==> config.mk <==
export PLATFORM = sky130hd
export DESIGN_NAME = divu_seq
export DESIGN_NICKNAME = d
export VERILOG_FILES = /design/src/rtl/divu_seq.sv
export SDC_FILE = /design/constraint.sdc
export NUM_CORES = 1
export LEC_CHECK = 0
export CORE_ASPECT_RATIO = 1.25
export CORE_MARGIN = 4
export CORE_UTILIZATION = 35
export DETAILED_ROUTE_END_ITERATION = 8
export DONT_BUFFER_PORTS = 1
export PLACE_DENSITY = 0.47
export SYNTH_ARGS = -nofsm -noshare
export SYNTH_HDL_FRONTEND = slang
export SYNTH_SLANG_ARGS = --single-unit
==> constraint.sdc <==
create_clock -name clk -period 5.95 [get_ports clk]
set_input_delay 0.8925 -clock clk [delete_from_list [all_inputs] [get_ports clk]]
set_output_delay 0.8925 -clock clk [all_outputs]
set_load 0.05 [all_outputs]
==> src/rtl/divu_seq.sv <==
// Sequential unsigned restoring divider.
// One quotient bit per cycle, MSB first, with a single shared subtractor.
//
// state | meaning
// IDLE  | no result held, ready for a start
// BUSY  | iterating, one restoring step per cycle
// DONE  | result held on the outputs, ready for a start
module divu_seq #(
    parameter int N = 32
) (
    input  logic         clk,
    input  logic         rst,
    input  logic         start,
    input  logic [N-1:0] dividend,
    input  logic [N-1:0] divisor,
    output logic         ready,
    output logic         valid,
    output logic [N-1:0] quotient,
    output logic [N-1:0] remainder,
    output logic         div_by_zero
);

    localparam int CW = $clog2(N) + 1;

    typedef enum logic [1:0] {
        IDLE = 2'd0,
        BUSY = 2'd1,
        DONE = 2'd2
    } state_t;

    state_t        state_q, state_d;
    // dvd_q shifts dividend bits out of the top and quotient bits in at the
    // bottom, so it holds the quotient once the last step completes.
    logic [N-1:0]  dvd_q, dvd_d;
    logic [N-1:0]  dvs_q, dvs_d;
    logic [N:0]    rem_q, rem_d;
    logic [CW-1:0] cnt_q, cnt_d;
    logic          dbz_q, dbz_d;

    logic [N:0]    shifted;
    logic [N+1:0]  sum;
    logic          not_less;
    logic          unused_rem_msb;

    // The remainder entering a step is always below the divisor, so its
    // top bit is zero and only the low N bits need to be shifted up.
    assign unused_rem_msb = rem_q[N];

    // Shared subtractor: shifted + ~divisor + 1; carry-out means shifted >= divisor.
    always_comb begin
        shifted  = {rem_q[N-1:0], dvd_q[N-1]};
        sum      = {1'b0, shifted} + {1'b0, ~{1'b0, dvs_q}} + (N+2)'(1);
        not_less = sum[N+1];
    end

    // Next-state and datapath updates.
    always_comb begin
        state_d = state_q;
        dvd_d   = dvd_q;
        dvs_d   = dvs_q;
        rem_d   = rem_q;
        cnt_d   = cnt_q;
        dbz_d   = dbz_q;
        case (state_q)
            IDLE, DONE: begin
                if (start) begin
                    dvs_d = divisor;
                    cnt_d = '0;
                    if (divisor == '0) begin
                        dvd_d   = '1;
                        rem_d   = {1'b0, dividend};
                        dbz_d   = 1'b1;
                        state_d = DONE;
                    end else begin
                        dvd_d   = dividend;
                        rem_d   = '0;
                        dbz_d   = 1'b0;
                        state_d = BUSY;
                    end
                end
            end
            BUSY: begin
                rem_d = not_less ? sum[N:0] : shifted;
                dvd_d = {dvd_q[N-2:0], not_less};
                cnt_d = cnt_q + CW'(1);
                if (cnt_q == CW'(N - 1)) begin
                    state_d = DONE;
                end
            end
            default: state_d = IDLE;
        endcase
    end

    // State and datapath registers with synchronous reset.
    always_ff @(posedge clk) begin
        if (rst) begin
            state_q <= IDLE;
            dvd_q   <= '0;
            dvs_q   <= '0;
            rem_q   <= '0;
            cnt_q   <= '0;
            dbz_q   <= 1'b0;
        end else begin
            state_q <= state_d;
            dvd_q   <= dvd_d;
            dvs_q   <= dvs_d;
            rem_q   <= rem_d;
            cnt_q   <= cnt_d;
            dbz_q   <= dbz_d;
        end
    end

    // Outputs are only driven from the held result in DONE.
    always_comb begin
        ready       = (state_q != BUSY);
        valid       = (state_q == DONE);
        quotient    = valid ? dvd_q : '0;
        remainder   = valid ? rem_q[N-1:0] : '0;
        div_by_zero = valid & dbz_q;
    end

endmodule
==> results.json <==
{
  "status": "finished, final reports clean",
  "critPathLaunchType": "input pin",
  "num_rows": 57,
  "worstPathArrival_ps": 3790,
  "synth.avg_cell_area_um2": 7.54,
  "drtPass1Iterations": 5,
  "drt-total-wl_um": 22500,
  "yosysWarningCount": 0,
  "synth.distinct_cells": 67,
  "netlist_instances": 919,
  "layout.nets": 973,
  "antenna_found_initial": 0,
  "worst_slew_pin_slew_ps": 1010,
  "p_comb_share_pct": 47.3,
  "antennaDiodeCount": 0,
  "cts_tree": "built",
  "grt_remaining_overflow": 0,
  "worstPathRequired_ps": 6230,
  "cts_setup_buffers": 0,
  "io_buffers": 0,
  "worstHoldPathType": "reg2reg",
  "period_needed_ps": 3510,
  "switching_share_pct": 41.1,
  "post_cts_resized": 0,
  "grt_pass1_wl_um": 35000,
  "irDropWorstVdd_mv": 0.157,
  "ys_seq_area_share_pct": 30.3,
  "holdWs_ps": 451,
  "antenna_left": 0,
  "grt_usage_pct": 20.0,
  "critPathKind": "in2reg",
  "total_power_mw": 2.88,
  "cts_hold_buf": 0,
  "finish.utilization_pct": 38.0,
  "endpoint_kind": "register",
  "vias": 6463,
  "power.switching_mw": 1.19,
  "clk_latency_ps": 350,
  "r2r_cells": 9,
  "synthToLayoutAreaGrowth_pct": 6.68,
  "cts.path.max_buffers": 2,
  "place_congestion": 0.842,
  "grt_max_degree": 115,
  "fin_crit_sh_pct": 59.0,
  "fillers": 2126,
  "synth_edf_count": 0,
  "cts_htree_levels": 3,
  "drv_cap": 0,
  "setup-violations-final": 0,
  "drtIter0Drc": 497,
  "p_int_mw": 1.70,
  "finalHoldViolCount": 0,
  "skew_ps": 8.08,
  "synth_fp_nets": 1020,
  "multi_input_area_um2": 4410,
  "clock_power_share_pct": 22.7,
  "regArea_um2": 2100,
  "p_leak_nw": 2.83,
  "path_clk_slew_ps": 70,
  "cts_buffers": 9,
  "wire_per_inst_um": 19.7,
  "seqPwrFrac_pct": 30.1,
  "ys_ff_latch": 105,
  "fp.dieW_um": 134,
  "clockRootBuffer": "clkbuf_16",
  "syn_area_um2": 6930,
  "die-area_um2": 22100,
  "timing.slew.headroom_pct": 32.3,
  "pwr_density_cell_nw_per_um2": 389,
  "crit_fanout": 30,
  "dp_hpwl_um": 16800,
  "synth_flop_cell": "dfxtp_1",
  "finalSetupTns_ps": 0,
  "slew_violations": 0,
  "die_h_um": 165,
  "grt_pass1_vias": 6181,
  "core_area_um2": 19500,
  "start_util_pct": 35.6,
  "min_path_cells": 2,
  "viasPerCell": 5.66,
  "fmax_mhz": 285,
  "drc": 0,
  "io_pins": 134,
  "cts_sinks": 105,
  "drive_above_1_share_pct": 6.04,
  "async_flop_share_pct": 0,
  "rsz0062_at_grt": "no"
}
[kinds of logic (layout without fill, tap and decap cells)]
kind of cell / after synthesis / after routing / synth area share [%]
buffers and inverters: 110 / 68 / 6.50
flip-flops: 105 / 105 / 30.3
AND/OR/NAND/NOR: 365 / 365 / 26.1
multiplexers: 8 / 8 / 1.30
AO/OA/AOI/OAI: 272 / 272 / 26.4
adder cells (fa/ha/maj): 34 / 34 / 6.25
XOR/XNOR: 25 / 25 / 3.16
[Yosys cell counts, types with 4 or more instances]
library cell / number / share of area [%]
o22ai_1: 41 / 3.7
nand4b_1: 5 / 0.63
and3_1: 8 / 0.72
a21o_1: 11 / 1.2
a21oi_2: 4 / 0.51
o21ai_0: 21 / 1.5
inv_1: 43 / 2.3
a221oi_1: 5 / 0.63
or3_1: 4 / 0.36
o21a_1: 10 / 1.1
nand3_1: 10 / 0.72
o21ai_1: 7 / 0.51
o221ai_1: 5 / 0.63
xnor2_1: 16 / 2.0
nand4_1: 11 / 0.99
ha_1: 33 / 6.0
a21oi_1: 86 / 6.2
a211oi_1: 13 / 1.4
nor2_1: 78 / 4.2
nor4_1: 12 / 1.1
buf_1: 9 / 0.49
a31oi_1: 9 / 0.81
a311oi_1: 4 / 0.51
o211ai_1: 6 / 0.65
a22oi_1: 19 / 2.1
xor2_1: 9 / 1.1
dfxtp_1: 105 / 30
nor2b_1: 5 / 0.45
mux2i_1: 6 / 0.87
buf_2: 9 / 0.65
nor3_1: 43 / 3.1
nand2_1: 104 / 5.6
and2_1: 69 / 6.2
clkbuf_1: 44 / 2.4
nand2b_1: 7 / 0.63
[worst max-delay path, cell delays in order]
cell	delay, ps
nor4_1	480
nand2_1	280
nor3_2	840
nand2_1	210
nand2_1	800
nor2_1	100
nor3_1	160
[area by class of cell]
| cell class | count | area share, % |
|---|---|---|
| Clock inverter | 4 | 0.745 |
| Inverter | 43 | 2.18 |
| Clock buffer | 12 | 3.60 |
| Sequential cell | 105 | 28.4 |
| Tap cell | 265 | 4.48 |
| Multi-Input combinational cell | 704 | 59.6 |
| Timing Repair Buffer | 9 | 0.914 |
[state kept, by name, indices dropped and copies added, names as in the netlist]
signal / cells
rem_q: 32
dbz_q: 1
dvs_q: 32
dvd_q: 32
state_q: 2
cnt_q: 6
[routing by layer]
| metal | vias up | wire (um) | global-route usage [%] |
|---|---|---|---|
| met5 | - | 0 | 0 |
| met4 | 0 | 313 | 5.29 |
| met3 | 17 | 1430 | 3.30 |
| met2 | 188 | 10100 | 32.0 |
| met1 | 3061 | 10600 | 28.2 |
| li1 | 3197 | - | - |
[path summary, 6_finish.rpt]
path | from | to | slack, ps
worst min-delay path | dvs_q[21]$_SDFFE_PP0P_ | dvs_q[21]$_SDFFE_PP0P_ | 450
worst max-delay path | divisor[0] | dvd_q[7]$_SDFFE_PP0P_ | 2440
worst max register to register | rem_q[15]$_SDFFE_PP0P_ | rem_q[4]$_SDFFE_PP0P_ | 2720
worst min register to register | dvs_q[21]$_SDFFE_PP0P_ | dvs_q[21]$_SDFFE_PP0P_ | 450
[per-stage QoR]
stage / setup slack (ps) / instance area, um^2 / std cells
floorplan: 3400 / 6930 / 919
global placement: 2140 / 7070 / 1126
detailed placement: 2060 / 7070 / 1126
CTS: 2410 / 7390 / 1142
global route: 2200 / 7390 / 1142
finish: 2440 / 7390 / 1142
[power groups by stage]
stage | Clock, mW | Combinational [mW] | Sequential (mW)
floorplan | 0 | 1.11 | 0.838
global placement | 0 | 1.36 | 0.883
detailed placement | 0 | 1.35 | 0.882
CTS | 0.674 | 1.36 | 0.865
global route | 0.699 | 1.52 | 0.876
finish | 0.653 | 1.36 | 0.866
[cells in the final DEF, fill, tap and decap left out, types with 8 or more instances in the layout]
cell type,instances
nand4_1,11
buf_4,9
clkbuf_16,9
a22oi_1,19
a21o_1,11
o21ai_0,21
and2_1,69
nand2_1,104
ha_1,33
xor2_1,9
a21oi_1,86
nand3_1,10
a211oi_1,13
dfxtp_1,105
nor4_1,11
o21a_1,10
nor2_1,78
inv_1,42
xnor2_1,16
and3_1,8
nor3_1,42
o22ai_1,41
a31oi_1,9
Note: power is estimated with default switching activity, not from simulation.
